--- src/rtl/me_stage_pkg.sv ---
// Shared definitions for the memory-access stage: bus sizes, EX->ME bus field
// positions, load-flag bit positions and load FSM state encoding.
package me_stage_pkg;

    localparam int EX_to_ME_Bus_Size = 76;
    localparam int ME_to_WB_Bus_Size = 70;

    // EX->ME bus layout: {dest_flag, pc, alu_result, res_from_mem, gr_we, dest}
    localparam int FLAG_HI  = 75;
    localparam int FLAG_LO  = 71;
    localparam int PC_HI    = 70;
    localparam int PC_LO    = 39;
    localparam int ALU_HI   = 38;
    localparam int ALU_LO   = 7;
    localparam int RES_MEM  = 6;
    localparam int GR_WE    = 5;
    localparam int DEST_HI  = 4;

    // dest_flag = {signed, byte, half, offset[1:0]}
    localparam int FLAG_SIGNED = 4;
    localparam int FLAG_BYTE   = 3;
    localparam int FLAG_HALF   = 2;

    typedef enum logic [1:0] {
        ST_IDLE = 2'd0,
        ST_WAIT = 2'd1,
        ST_HOLD = 2'd2
    } me_state_e;

endpackage

--- src/rtl/me_stage_load_align.sv ---
// Combinational load alignment: selects the addressed byte/half/word from the
// response word and zero- or sign-extends it to 32 bits.
module me_stage_load_align
    import me_stage_pkg::*;
(
    input  logic [31:0] i_rdata,
    input  logic [4:0]  i_flag,
    output logic [31:0] o_value
);

    logic [7:0]  w_lane [4];
    logic [7:0]  w_byte;
    logic [15:0] w_half;
    logic        w_signed;

    genvar gi;
    generate
        for (gi = 0; gi < 4; gi++) begin : g_lane
            assign w_lane[gi] = i_rdata[8*gi +: 8];
        end
    endgenerate

    assign w_signed = i_flag[FLAG_SIGNED];
    assign w_byte   = w_lane[i_flag[1:0]];
    // Halfword select only looks at offset[1]; offset[0] is ignored.
    assign w_half   = i_flag[1] ? i_rdata[31:16] : i_rdata[15:0];

    always_comb begin
        o_value = i_rdata;
        if (i_flag[FLAG_BYTE]) begin
            o_value = {{24{w_signed & w_byte[7]}}, w_byte};
        end else if (i_flag[FLAG_HALF]) begin
            o_value = {{16{w_signed & w_half[15]}}, w_half};
        end
    end

endmodule

--- src/rtl/me_stage.sv ---
// LoongArch memory-access stage: latches the EX payload, waits for the load
// response (buffering it under WB backpressure) and forwards the aligned result.
// Optional macro ME_LOAD_FWD_EN: release the ID load stall once data is available.
module me_stage
    import me_stage_pkg::*;
(
    input  logic                         clk,
    input  logic                         reset,
    input  logic                         EX_to_ME_Valid,
    input  logic [EX_to_ME_Bus_Size-1:0] EX_to_ME_Bus,
    output logic                         ME_Allow_in,
    input  logic [31:0]                  data_sram_rdata,
    input  logic                         data_sram_data_ok,
    input  logic                         WB_Allow_in,
    output logic                         ME_to_WB_Valid,
    output logic [ME_to_WB_Bus_Size-1:0] ME_to_WB_Bus,
    output logic [4:0]                   ME_dest,
    output logic [31:0]                  ME_Forward_Res,
    output logic                         ME_to_ID_Ld_stall
);

    me_state_e                    r_state;
    me_state_e                    w_state_next;
    logic                         r_me_valid;
    logic [EX_to_ME_Bus_Size-1:0] r_payload;
    logic [31:0]                  r_data_buf;
    logic                         r_data_buf_valid;

    logic        w_res_from_mem;
    logic        w_gr_we;
    logic [4:0]  w_dest;
    logic [31:0] w_pc;
    logic [31:0] w_alu_result;
    logic [4:0]  w_flag;
    logic        w_data_ok_eff;
    logic [31:0] w_rdata_eff;
    logic        w_ready_go;
    logic        w_accept;
    logic        w_accept_load;
    logic        w_buf_capture;
    logic [31:0] w_load_value;
    logic [31:0] w_final_result;

    assign w_flag         = r_payload[FLAG_HI:FLAG_LO];
    assign w_pc           = r_payload[PC_HI:PC_LO];
    assign w_alu_result   = r_payload[ALU_HI:ALU_LO];
    assign w_res_from_mem = r_payload[RES_MEM];
    assign w_gr_we        = r_payload[GR_WE];
    assign w_dest         = r_payload[DEST_HI:0];

    // A response only counts while waiting; stale data_ok elsewhere is dropped.
    assign w_data_ok_eff  = ((r_state == ST_WAIT) && data_sram_data_ok) || r_data_buf_valid;
    assign w_rdata_eff    = r_data_buf_valid ? r_data_buf : data_sram_rdata;

    assign w_ready_go     = !w_res_from_mem || w_data_ok_eff;
    assign ME_Allow_in    = !r_me_valid || (w_ready_go && WB_Allow_in);
    assign ME_to_WB_Valid = r_me_valid && w_ready_go;
    assign w_accept       = ME_Allow_in && EX_to_ME_Valid;
    assign w_accept_load  = w_accept && EX_to_ME_Bus[RES_MEM];

    me_stage_load_align u_load_align (
        .i_rdata (w_rdata_eff),
        .i_flag  (w_flag),
        .o_value (w_load_value)
    );

    assign w_final_result = w_res_from_mem ? w_load_value : w_alu_result;
    assign ME_Forward_Res = w_final_result;
    assign ME_to_WB_Bus   = {w_pc, w_final_result, w_gr_we, w_dest};
    assign ME_dest        = (r_me_valid && w_gr_we) ? w_dest : 5'd0;

`ifdef ME_LOAD_FWD_EN
    assign ME_to_ID_Ld_stall = r_me_valid && w_res_from_mem && !w_data_ok_eff;
`else
    assign ME_to_ID_Ld_stall = r_me_valid && w_res_from_mem;
`endif

    always_comb begin
        w_state_next  = r_state;
        w_buf_capture = 1'b0;
        case (r_state)
            ST_IDLE: begin
                if (w_accept_load) w_state_next = ST_WAIT;
            end
            ST_WAIT: begin
                if (data_sram_data_ok) begin
                    if (WB_Allow_in) begin
                        w_state_next = w_accept_load ? ST_WAIT : ST_IDLE;
                    end else begin
                        w_state_next  = ST_HOLD;
                        w_buf_capture = 1'b1;
                    end
                end
            end
            ST_HOLD: begin
                if (WB_Allow_in) w_state_next = w_accept_load ? ST_WAIT : ST_IDLE;
            end
            default: w_state_next = ST_IDLE;
        endcase
    end

    always_ff @(posedge clk) begin
        if (reset) begin
            r_state          <= ST_IDLE;
            r_me_valid       <= 1'b0;
            r_data_buf_valid <= 1'b0;
        end else begin
            r_state <= w_state_next;
            if (ME_Allow_in) r_me_valid <= EX_to_ME_Valid;
            if (w_buf_capture) begin
                r_data_buf_valid <= 1'b1;
            end else if (r_data_buf_valid && WB_Allow_in) begin
                r_data_buf_valid <= 1'b0;
            end
        end
    end

    // Datapath registers need no reset; validity is tracked separately.
    always_ff @(posedge clk) begin
        if (w_accept) r_payload <= EX_to_ME_Bus;
        if (w_buf_capture) r_data_buf <= data_sram_rdata;
    end

endmodule

--- config.mk ---
export PLATFORM = sky130hd
export DESIGN_NAME = me_stage
export DESIGN_NICKNAME = d
export VERILOG_FILES = /design/src/rtl/me_stage_pkg.sv /design/src/rtl/me_stage_load_align.sv /design/src/rtl/me_stage.sv
export SDC_FILE = /design/constraint.sdc
export NUM_CORES = 1
export LEC_CHECK = 0
export CAP_MARGIN = 20
export CORE_MARGIN = 3
export CORE_UTILIZATION = 45
export CTS_BUF_LIST = sky130_fd_sc_hd__clkbuf_2
export CTS_CLUSTER_SIZE = 12
export DETAILED_ROUTE_END_ITERATION = 16
export HOLD_SLACK_MARGIN = 0.05
export PLACE_DENSITY = 0.82
export SKIP_LAST_GASP = 1
export SYNTH_ARGS = -nofsm -noshare
export SYNTH_HDL_FRONTEND = slang
export SYNTH_SLANG_ARGS = --single-unit
--- constraint.sdc ---
create_clock -name clk -period 4.04 [get_ports clk]
set_input_delay 0.808 -clock clk [delete_from_list [all_inputs] [get_ports clk]]
set_output_delay 0.808 -clock clk [all_outputs]
set_load 0.1 [all_outputs]
==> impl_metrics.csv <==
group,metric,value,unit
timing,drv_slew,0,
power_and_ir_drop,power.density,411,mW/mm2
routing,drt-wirelength-per-cell,22.7,um
clocking,cts_num_sinks,112,
routing,ant_nets,0,
clocking,cts_hold_buf,0,
synthesis,synth_common_cells,"edfxtp_1 (108), buf_4 (75), mux2i_1 (41)",
synthesis,syn_avg_cell_area,14.3,um2
synthesis,syn_area,0.00569,mm2
run,cap_viol_max_count,0,
run_status,status,"completed",
synthesis,yosysWarningCount,0,
floorplanning,fp.coreArea,0.0122,mm2
timing,clock_skew,0.0241,ns
clocking,clockBufferDepth,2,
layout,area_delta_synth_final,46.4,%
clocking,postCtsSetupBuffers,0,
synthesis,ys_seq_area_frac,0.584,
floorplanning,start_util,0.468,
global_route,grt_pass1_vias,4328,
setup_path,crit_type,"reg -> out",
floorplanning,rows,40,
min_path,min_path_type,"reg -> reg",
layout,nNetsFinal,662,
floorplanning,die_area,0.0140,mm2
timing,rsz0062_at_grt,"no",
synthesis,synth_top_area_frac,0.570,
layout,final_area,0.00833,mm2
setup_path,arrival,2.84,ns
clocking,ctsResizeCount,0,
synthesis,syn_inst,399,
synthesis,netlist_top_cells_area,"edfxtp_1 (57%), buf_4 (9.9%), mux4_2 (9.1%), mux2i_1 (7.2%), o221ai_1 (2.3%)",
setup_path,cp-end-kind,"output port",
clocking,cts_tree,"yes",
layout,utilization,0.685,
setup_path,startpoint_type,"flop",
synthesis,synth_edf_count,108,
global_route,grt_pass1_wl,25100,um
routing,drc_errors,0,
global_route,grt_use_total,0.237,
placement,gp_congestion,0.908,
timing,setup_viol,0,
power_and_ir_drop,ir_worst_vdd,0.000323,V
clocking,clockRootBuffer,"clkbuf_2",
placement,post-dp-hpwl,12700,um
placement,dp.cells,705,
routing,via_per_inst,5.54,
clocking,clock_latency,0.65,ns
floorplanning,ioPinCount,223,
placement,dpl_cell_area,0.00819,mm2
setup_path,critPathRequiredTime,3.23,ns
layout,drive_gt1_frac,0.224,
synthesis,yosysMostFrequentCell,"edfxtp_1",
layout,finalNonFillerCells,723,
power_and_ir_drop,power.total,3.42,mW
synthesis,yosysTopAreaCell,"edfxtp_1",
timing,final.period_utilization,0.904,
synthesis,ys_ff_latch,112,
timing,max_freq,274,MHz
timing,whs,0.631,ns
synthesis,synth-async-reset-ratio,0,
global_route,grt_max_degree,38,
global_route,antenna_found_initial,1,
timing,worstMarginPinSlew,1.06,ns
routing,first_iter_violations,265,
power_and_ir_drop,p_leak,3.02,nW
synthesis,synth_nets,512,
synthesis,synth_ff_type,"edfxtp_1",
placement,io_buffers,222,
synthesis,synth_cell_type_count,35,
floorplanning,dieHeight,118,um
clocking,clkSlewWorstSetupHoldPaths,0.31,ns
timing,timing.final.hold_violations,0,
timing,fin_crit,3.65,ns
global_route,grt.overflow.total,0,
setup_path,worstPathMaxFanout,10,
clocking,h-tree-depth,3,
routing,drtPass1Iterations,4,
clocking,cts_buffers,9,
floorplanning,die_w,118,um
timing,maxSlewHeadroom,0.289,
routing,wl,16400,um
routing,vias,4003,
==> layout by cell type, fill, tap and decap left out, types with 5 or more instances in the layout <==
cell type        instances
a31oi_1                  8
and3_1                   5
buf_12                  64
buf_4                   14
clkbuf_2                 9
clkdlybuf4s50_1        155
edfxtp_1               108
mux2i_1                 41
mux4_2                  23
nand2_1                 20
nor2_1                  22
o221ai_1                15
o22a_1                   9
o22ai_1                 16
==> critical path: stages (launching register included) <==
cell	delay (ns)
edfxtp_1	0.72
buf_4	0.33
mux4_2	0.53
mux2i_1	0.14
a31oi_1	0.21
buf_12	0.26
==> metal layers <==
metal / global-route usage / vias to the layer above / share of wire
li1: - / 1778 / -
met1: 0.296 / 1990 / 0.39
met2: 0.389 / 212 / 0.51
met3: 0.0727 / 23 / 0.084
met4: 0.0862 / 0 / 0.021
met5: 0 / - / 0
==> layout make-up <==
class / count / area (um2)
Fill cell: 808 / 3840
Sequential cell: 112 / 3320
Timing Repair Buffer: 234 / 2950
Multi-Input combinational cell: 190 / 1710
Tap cell: 168 / 210
Clock inverter: 7 / 78.8
Clock buffer: 9 / 45.0
Inverter: 2 / 7.51
Antenna cell: 1 / 2.50
==> sequential cells by signal, indices dropped and copies added, names as in the netlist <==
register          count
r_payload            76
r_data_buf           32
r_data_buf_valid      1
r_me_valid            1
r_state               2
==> kinds of logic (layout without fill, tap and decap cells) <==
group | Yosys count | after routing | share of synthesized area
simple gates | 68 | 68 | 0.0568
compound gates | 58 | 58 | 0.0790
other cells | 0 | 1 | 0
buf+inv | 97 | 252 | 0.117
flops | 112 | 112 | 0.584
mux | 64 | 64 | 0.163
==> worst paths after layout <==
kind / start / endpoint / slack (ns) / cells after the start
setup / recovery: r_payload[71]$_DFFE_PN_ / ME_to_WB_Bus[11] / 0.39 / 5
hold / removal: r_state[1]$_SDFFE_PP0P_ / r_state[0]$_SDFFE_PP0P_ / 0.63 / 2
setup reg to reg: r_payload[6]$_DFFE_PN_ / r_payload[57]$_DFFE_PN_ / 1.81 / 6
hold reg to reg: r_state[1]$_SDFFE_PP0P_ / r_state[0]$_SDFFE_PP0P_ / 0.63 / 2
==> through the flow <==
step                      setup TNS (ns)  worst slack, ns
after floorplan                   -0.416           -0.104
after global placement                 0            0.562
after detailed placement               0            0.484
after CTS                              0           0.0607
after global routing                   0            0.194
final                                  0            0.388
==> where the power goes <==
group	internal [mW]	total, mW	leakage, nW	switching [mW]
Sequential	1.34	1.37	1.05	0.0288
Combinational	0.504	1.50	1.90	0.998
Clock	0.151	0.551	0.0721	0.400
Total	1.99	3.42	3.02	1.43
Power figures use the tool's default switching activity.
